$ cat config.mk
export PLATFORM = sky130hd
export DESIGN_NAME = seg_scan_mux
export DESIGN_NICKNAME = d
export VERILOG_FILES = /design/src/rtl/seg_scan_mux.sv
export SDC_FILE = /design/constraint.sdc
export NUM_CORES = 1
export LEC_CHECK = 0
export ABC_AREA = 1
export CORE_MARGIN = 2
export CORE_UTILIZATION = 25
export CTS_BUF_LIST = sky130_fd_sc_hd__clkbuf_8
export DETAILED_ROUTE_END_ITERATION = 6
export GPL_TIMING_DRIVEN = 0
export PLACE_DENSITY = 0.51
export SKIP_CTS_REPAIR_TIMING = 1
export SLEW_MARGIN = 25
export SYNTH_ARGS = -nofsm -noshare
export SYNTH_HDL_FRONTEND = slang
export SYNTH_SLANG_ARGS = --single-unit
$ cat constraint.sdc
create_clock -name clk -period 3.2 [get_ports clk]
set_input_delay 0.64 -clock clk [delete_from_list [all_inputs] [get_ports clk]]
set_output_delay 0.64 -clock clk [all_outputs]
set_load 0.03 [all_outputs]
$ cat src/rtl/seg_scan_mux.sv
// N-channel seven-segment digit scanner; frame-coherent data snapshot, live digit_en, optional dead time (SEG_SCAN_BLANK_EN).
// All outputs registered, 1-cycle latency from digit_en, up to one frame from data_in; no backpressure, free-running.
module seg_scan_mux #(
    parameter int NUM_DIGITS   = 4,
    parameter int DATA_W       = 4,
    parameter int REFRESH_DIV  = 50000,
    parameter int BLANK_CYCLES = 2
) (
    input  logic                           clk,
    input  logic                           rst_n,
    input  logic [NUM_DIGITS*DATA_W-1:0]   data_in,
    input  logic [NUM_DIGITS-1:0]          digit_en,
    output logic [NUM_DIGITS-1:0]          an_n,
    output logic [DATA_W-1:0]              digit_out,
    output logic [$clog2(NUM_DIGITS)-1:0]  digit_idx,
    output logic                           frame_tick
);

    localparam int IDX_W   = $clog2(NUM_DIGITS);
    // One counter serves both phases, so it is sized for the longer of the two.
    localparam int CNT_MAX = (REFRESH_DIV > BLANK_CYCLES) ? REFRESH_DIV : BLANK_CYCLES;
    localparam int CNT_W   = (CNT_MAX > 1) ? $clog2(CNT_MAX) : 1;

    localparam logic [CNT_W-1:0] CNT_LAST = CNT_W'(REFRESH_DIV - 1);
    localparam logic [IDX_W-1:0] IDX_LAST = IDX_W'(NUM_DIGITS - 1);

    logic [CNT_W-1:0]             r_cnt;
    logic [IDX_W-1:0]             r_idx;
    logic [NUM_DIGITS*DATA_W-1:0] r_snap;
    logic                         r_first;

    logic [CNT_W-1:0]             w_cnt_nxt;
    logic [IDX_W-1:0]             w_idx_nxt;
    logic [NUM_DIGITS*DATA_W-1:0] w_snap_nxt;
    logic                         w_load;
    logic                         w_wrap;
    logic                         w_active;
    logic [DATA_W-1:0]            w_field;
    logic [NUM_DIGITS-1:0]        w_an_nxt;

`ifdef SEG_SCAN_BLANK_EN
    localparam logic [CNT_W-1:0] BLANK_LAST = CNT_W'(BLANK_CYCLES - 1);

    typedef enum logic {
        PH_BLANK  = 1'b0,
        PH_ACTIVE = 1'b1
    } phase_t;

    phase_t r_phase;
    phase_t w_phase_nxt;

    always_comb begin
        w_cnt_nxt   = r_cnt;
        w_idx_nxt   = r_idx;
        w_phase_nxt = r_phase;
        w_load      = 1'b0;
        w_wrap      = 1'b0;
        if (r_first) begin
            w_cnt_nxt   = '0;
            w_idx_nxt   = '0;
            w_phase_nxt = PH_BLANK;
            w_load      = 1'b1;
        end else if (r_phase == PH_BLANK) begin
            if (r_cnt == BLANK_LAST) begin
                w_cnt_nxt   = '0;
                w_phase_nxt = PH_ACTIVE;
            end else begin
                w_cnt_nxt = r_cnt + CNT_W'(1);
            end
        end else if (r_cnt == CNT_LAST) begin
            // End of the active window: next slot opens in BLANK.
            w_cnt_nxt   = '0;
            w_phase_nxt = PH_BLANK;
            if (r_idx == IDX_LAST) begin
                w_idx_nxt = '0;
                w_load    = 1'b1;
                w_wrap    = 1'b1;
            end else begin
                w_idx_nxt = r_idx + IDX_W'(1);
            end
        end else begin
            w_cnt_nxt = r_cnt + CNT_W'(1);
        end
    end

    assign w_active = (w_phase_nxt == PH_ACTIVE);

    always_ff @(posedge clk or negedge rst_n) begin
        if (!rst_n) begin
            r_phase <= PH_BLANK;
        end else begin
            r_phase <= w_phase_nxt;
        end
    end
`else
    always_comb begin
        w_cnt_nxt = r_cnt;
        w_idx_nxt = r_idx;
        w_load    = 1'b0;
        w_wrap    = 1'b0;
        if (r_first) begin
            w_cnt_nxt = '0;
            w_idx_nxt = '0;
            w_load    = 1'b1;
        end else if (r_cnt == CNT_LAST) begin
            w_cnt_nxt = '0;
            if (r_idx == IDX_LAST) begin
                w_idx_nxt = '0;
                w_load    = 1'b1;
                w_wrap    = 1'b1;
            end else begin
                w_idx_nxt = r_idx + IDX_W'(1);
            end
        end else begin
            w_cnt_nxt = r_cnt + CNT_W'(1);
        end
    end

    assign w_active = 1'b1;
`endif

    // Decode from next-state values so the outputs change on the same edge as the slot.
    always_comb begin
        w_snap_nxt = w_load ? data_in : r_snap;
        w_field    = '0;
        w_an_nxt   = '1;
        for (int k = 0; k < NUM_DIGITS; k++) begin
            if (w_idx_nxt == IDX_W'(k)) begin
                w_field     = w_snap_nxt[k*DATA_W +: DATA_W];
                w_an_nxt[k] = ~(digit_en[k] & w_active);
            end
        end
    end

    always_ff @(posedge clk or negedge rst_n) begin
        if (!rst_n) begin
            r_cnt      <= '0;
            r_idx      <= '0;
            r_snap     <= '0;
            r_first    <= 1'b1;
            an_n       <= '1;
            digit_out  <= '0;
            digit_idx  <= '0;
            frame_tick <= 1'b0;
        end else begin
            r_cnt      <= w_cnt_nxt;
            r_idx      <= w_idx_nxt;
            r_snap     <= w_snap_nxt;
            r_first    <= 1'b0;
            an_n       <= w_an_nxt;
            digit_out  <= w_field;
            digit_idx  <= w_idx_nxt;
            frame_tick <= w_wrap;
        end
    end

endmodule

=== Word-level counts from Yosys, hierarchy flattened ===
Cells that the tools add are included.

* Register bits: 44
* Latch bits: 0
* Memory bits (writable): 0
* ROM bits: 0
* Output and inout bits: 11
* Logic and storage cells: 37
* Memories kept: 0

* $add $sub $neg: 2
* $mul: 0
* Divide/modulo/power cells: 0
* Magnitude comparators: 0
* Equality and inequality tests: 5
* Shift-type cells: 0
* Mux-type cells: 18
* Bitwise operators: 4
* Reduce and logical (&&, ||, !) cells: 1

{| class="wikitable"
|+ Operators with widths
! operator !! number
|-
| $mux 16 || 3
|-
| $add 16x1->16 const B || 1
|-
| $eq 16x16->1 const B || 1
|-
| $mux 4 || 4
|-
| $mux 1 || 8
|-
| $eq 2x2->1 const B || 3
|-
| $mux 2 || 3
|-
| $not 1->1 || 4
|-
| $add 2x1->2 const B || 1
|-
| $eq 2x1->1 const B || 1
|-
| $logic_not 2->1 || 1
|}

=== Logic depth before layout (Yosys ltp) ===
* Depth after elaboration: 9
* Depth in mapped cells: 12
* Gate-level depth less buffers: 12

=== Worst setup path before layout ===
Ideal clock, no wire load.

* Kind: flip-flop to flip-flop
* Start: reg r_cnt[0]
* End: reg digit_out[1]
* Arrival time: 1.541 ns
* Required time: 3.075 ns
* Path slack: 1.534 ns
* Cell stages (with the launch flop): 12
* Buffers on the path: 1
* Clock period less this slack: 1.666 ns
* Path through: dfrtp_1 -> ha_1 -> nand3_2 -> nor2_4 -> nand3_4 -> nand2_4 -> buf_12 -> nand2_4 -> nand2_2 -> nor2_1 -> nor2_1 -> nand3_1

* Cells in the longest elaborated chain, start to end: 8

{| class="wikitable"
|+ RTL lines
! what !! line !! source
|-
| start, declared || 27 || <nowiki>logic [CNT_W-1:0] r_cnt;</nowiki>
|-
| start signal, assigned || 146 || <nowiki>r_cnt <= w_cnt_nxt;</nowiki>
|-
| $eq 16x16->1 (*) || 105 || <nowiki>end else if (r_cnt == CNT_LAST) begin</nowiki>
|-
| $mux 1 or $mux 2 (tied branches) || 105 ||
|-
| $mux 1 or $mux 2 (tied branches) || 101 || <nowiki>if (r_first) begin</nowiki>
|-
| $mux 16 or $logic_not 2->1 (tied branches) || 124, 128 ||
|-
| $mux 4 (3 in a row) || 128 || <nowiki>if (w_idx_nxt == IDX_W'(k)) begin</nowiki>
|-
| $mux 4 (*) || 128 ||
|-
| via w_field[1] || 38 || <nowiki>logic [DATA_W-1:0] w_field;</nowiki>
|-
| end signal, assigned || 151 || <nowiki>digit_out <= w_field;</nowiki>
|-
| end, declared || 14 || <nowiki>output logic [DATA_W-1:0] digit_out,</nowiki>
|}

The timed path passes the listed nets; every way through them passes the cells marked *.

=== Worst setup path in the final report ===
* Start: reg an_n[2]
* End: out an_n[2]

{| class="wikitable"
|+ RTL lines
! what !! line !! source
|-
| start, declared || 13 || <nowiki>output logic [NUM_DIGITS-1:0] an_n,</nowiki>
|-
| start signal, assigned || 150 || <nowiki>an_n <= w_an_nxt;</nowiki>
|}

No word-level cell between the ends.

==> summary.md <==
| Metric | Value |
|---|---|
| Fmax | 470 MHz |
| Remaining global-route overflow | 0 |
| PortBufs | 32 |
| Clock latency on the worst-skew pair | 300 ps |
| Mean Syn Cell Area | 8.26 um^2 |
| Slowest-stage cell, CP | clkdlybuf4s50_1 |
| Clk slew on worst S/H paths | 80 ps |
| Via count | 1729 |
| Final Non-Filler Cells | 420 |
| Worst-path cell chain | clkdlybuf4s50_1 |
| Largest area contributor in the netlist | dfrtp_1 |
| Initial antenna violation count | 0 |
| DR WL/cell | 11.2 um |
| Post-Layout Inst Area | 2830 um^2 |
| Sw power | 0.000279 W |
| Outcome | finished, final reports clean |
| Synthesized area | 2240 um^2 |
| Share of cells above drive strength 1 | 14.7% |
| Initial core utilization | 25.8% |
| Period utilization | 66.5% |
| # Max-Cap Violations | 0 |
| PnR worst setup slack | 1070 ps |
| Fillers | 958 |
| Final hold vios | 0 |
| Yosys reg bits | 44 |
| Worst-margin pin slew | 510 ps |
| Largest net degree at the start of global routing | 25 |
| Total GRT Usage | 10.7% |
| Skew final | 7.83 ps |
| P_leak | 1.35 nW |
| Power density over the cells | 417 nW/um^2 |
| Crit-path max cell delay | 670 ps |
| Row count | 34 |
| Register area share after synthesis | 49.5% |
| Switching share of total power | 23.7% |
| Die Ht | 98.6 um |
| Hold Crit Class | input pin to asynchronous set/reset pin |
| Final slew viol count | 0 |
| DP Wirelength | 3690 um |
| Rel. slew slack | 66.0% |
| Worst-path fanout max | 1 |
| CTS H-tree lvls | 2 |
| Unrepaired setup endpoints after global routing | false |
| Crit. End Element | output port |
| Post-layout minimum cycle time | 2130 ps |
| Setup Slack @ Placement | 1210 ps |
| # diodes | 0 |
| Clock tree sinks | 44 |
| CP required | 2560 ps |
| Setup CP Type | flip-flop to output port |
| Setup_tns | 0 ps |
| Cts bufs inserted | 5 |
| Post-DR vias/cell | 4.12 |
| Sequential power share | 50.3% |
| Inst Count DP | 412 |
| Routed Antenna Nets | 0 |
| Comb pwr share | 11.1% |
| Vias in the first global route | 1819 |
| Die extent in x | 98.6 um |
| Fin util | 32.6% |
| P_int | 0.000900 W |
| Top-area cell type share of the netlist area | 43.6% |
| Drt pass-1 iters | 4 |
| DRC viols | 0 |
| CTS Root Buffer Type | clkbuf_8 |
| Die Area | 9720 um^2 |
| Setup violators final | 0 |
| GPL Wtd Cong | 0.792 |
| Nets | 335 |
| Warnings from Yosys | 0 |
| WL final | 4710 um |
| Syn Inst Count | 271 |
| Startpoint type of the worst setup path | flip-flop |
| Arrival time worst endpoint | 1490 ps |
| Core area | 8680 um^2 |
| Post-synth cell types | 34 |
| Worst vdd ir | 0.000189 V |
| Clock power frac | 38.5% |
| CTS tree | done |
| Mapped Nets | 295 |
| Top Family by Delay on Critical Path | buffers and inverters |
| Top cells by area, synth | dfrtp_1, nand2_1, inv_1 |
| Area post-placement | 2710 um^2 |
| Buf/Inv on CP | 1 |
| Num ports | 33 |
| First-pass GRT wire length | 8380 um |
| Clk buf depth | 2 |
| Iter 0 DRT Violations | 49 |
| Area grow syn2layout | 26.5% |
-- stage by stage --
step,total power [W],hold slack [ps]
2_1_floorplan,0.000673,344
3_3_place_gp,0.000735,455
3_5_place_dp,0.000738,455
4_1_cts,0.00120,311
5_1_grt,0.00123,329
6_report,0.00118,304
-- final timing paths --
kind,start,to,slack (ps),depth (start not counted)
max in group asynchronous,rst_n,an_n[3]$_DFF_PN1_,2320,2
setup / recovery,an_n[2]$_DFF_PN1_,an_n[2],1070,1
setup reg to reg,r_cnt[0]$_DFF_PN0_,digit_out[2]$_DFF_PN0_,1190,11
hold reg to reg,r_cnt[0]$_DFF_PN0_,r_cnt[0]$_DFF_PN0_,460,1
min in group clk,r_cnt[0]$_DFF_PN0_,r_cnt[0]$_DFF_PN0_,460,1
hold / removal,rst_n,r_cnt[9]$_DFF_PN0_,300,1
-- layout by cell type (no fill, tap or decap), types with 2 or more instances in the layout --
cell type	n
o21ai_0	6
buf_12	2
nand3b_1	4
dfrtp_1	39
nor2_2	3
nand2_4	4
xor2_1	2
nand2_1	58
nor3_1	2
inv_1	44
ha_1	2
nor3_2	3
clkbuf_8	6
dfstp_2	5
a21oi_1	6
nand2_2	7
nor2_1	44
nand3_1	19
o21ai_2	6
clkdlybuf4s50_1	31
-- cells by family after synthesis --
logic type                 Yosys count  synth area share (%)
AOI/OAI and AO/OA                   21                  5.87
xor gates and xnor gates             3                  1.17
adders and majority gates            2                  1.12
buffers and inverters               50                  9.67
DFF                                 44                  49.5
other                                1                 0.168
and+or+nand+nor                    150                  32.5
-- cell usage after synthesis (all sizes together) --
cell / number
nand2: 69
clkinv: 2
ha: 2
conb: 1
inv: 45
xor2: 2
nor2: 49
a21oi: 6
nand3b: 4
xnor2: 1
dfstp: 5
nor4: 1
nor3: 5
o21ai: 13
nand4: 1
buf: 3
nand3: 21
a31oi: 1
o21a: 1
dfrtp: 39
-- area by class of cell --
class / count / area, um^2 / area share, %
Clock inverter: 2 / 38.8 / 1.37
Clock buffer: 6 / 82.6 / 2.92
Inverter: 47 / 178 / 6.28
Tap cell: 108 / 135 / 4.78
Buffer: 3 / 38.8 / 1.37
Sequential cell: 44 / 1110 / 39.1
Multi-Input combinational cell: 177 / 913 / 32.3
Timing Repair Buffer: 33 / 335 / 11.9
-- power by group through the flow --
| stage | registers [W] | clock network [W] | logic, W |
|---|---|---|---|
| after floorplan | 0.000614 | 0 | 0.0000596 |
| after global placement | 0.000605 | 0 | 0.000130 |
| after detailed placement | 0.000604 | 0 | 0.000134 |
| after CTS | 0.000594 | 0.000470 | 0.000135 |
| after global routing | 0.000596 | 0.000489 | 0.000148 |
| final | 0.000593 | 0.000454 | 0.000131 |
-- sequential cells by signal (all words and copies together) (netlist names) --
| name | cells |
|---|---|
| an_n | 4 |
| r_idx | 2 |
| r_snap | 16 |
| r_cnt | 16 |
| digit_out | 4 |
| r_first | 1 |
| frame_tick | 1 |
-- metal layers --
layer	part of all wire [%]	up-vias	track usage [%]	wire [um]
li1	-	909	-	-
met1	50	787	14.0	2350
met2	45	25	17.6	2140
met3	3.5	8	2.62	163
met4	1.0	0	3.16	48
met5	0	-	0	0
No activity file was read; power rests on OpenSTA's default activity.
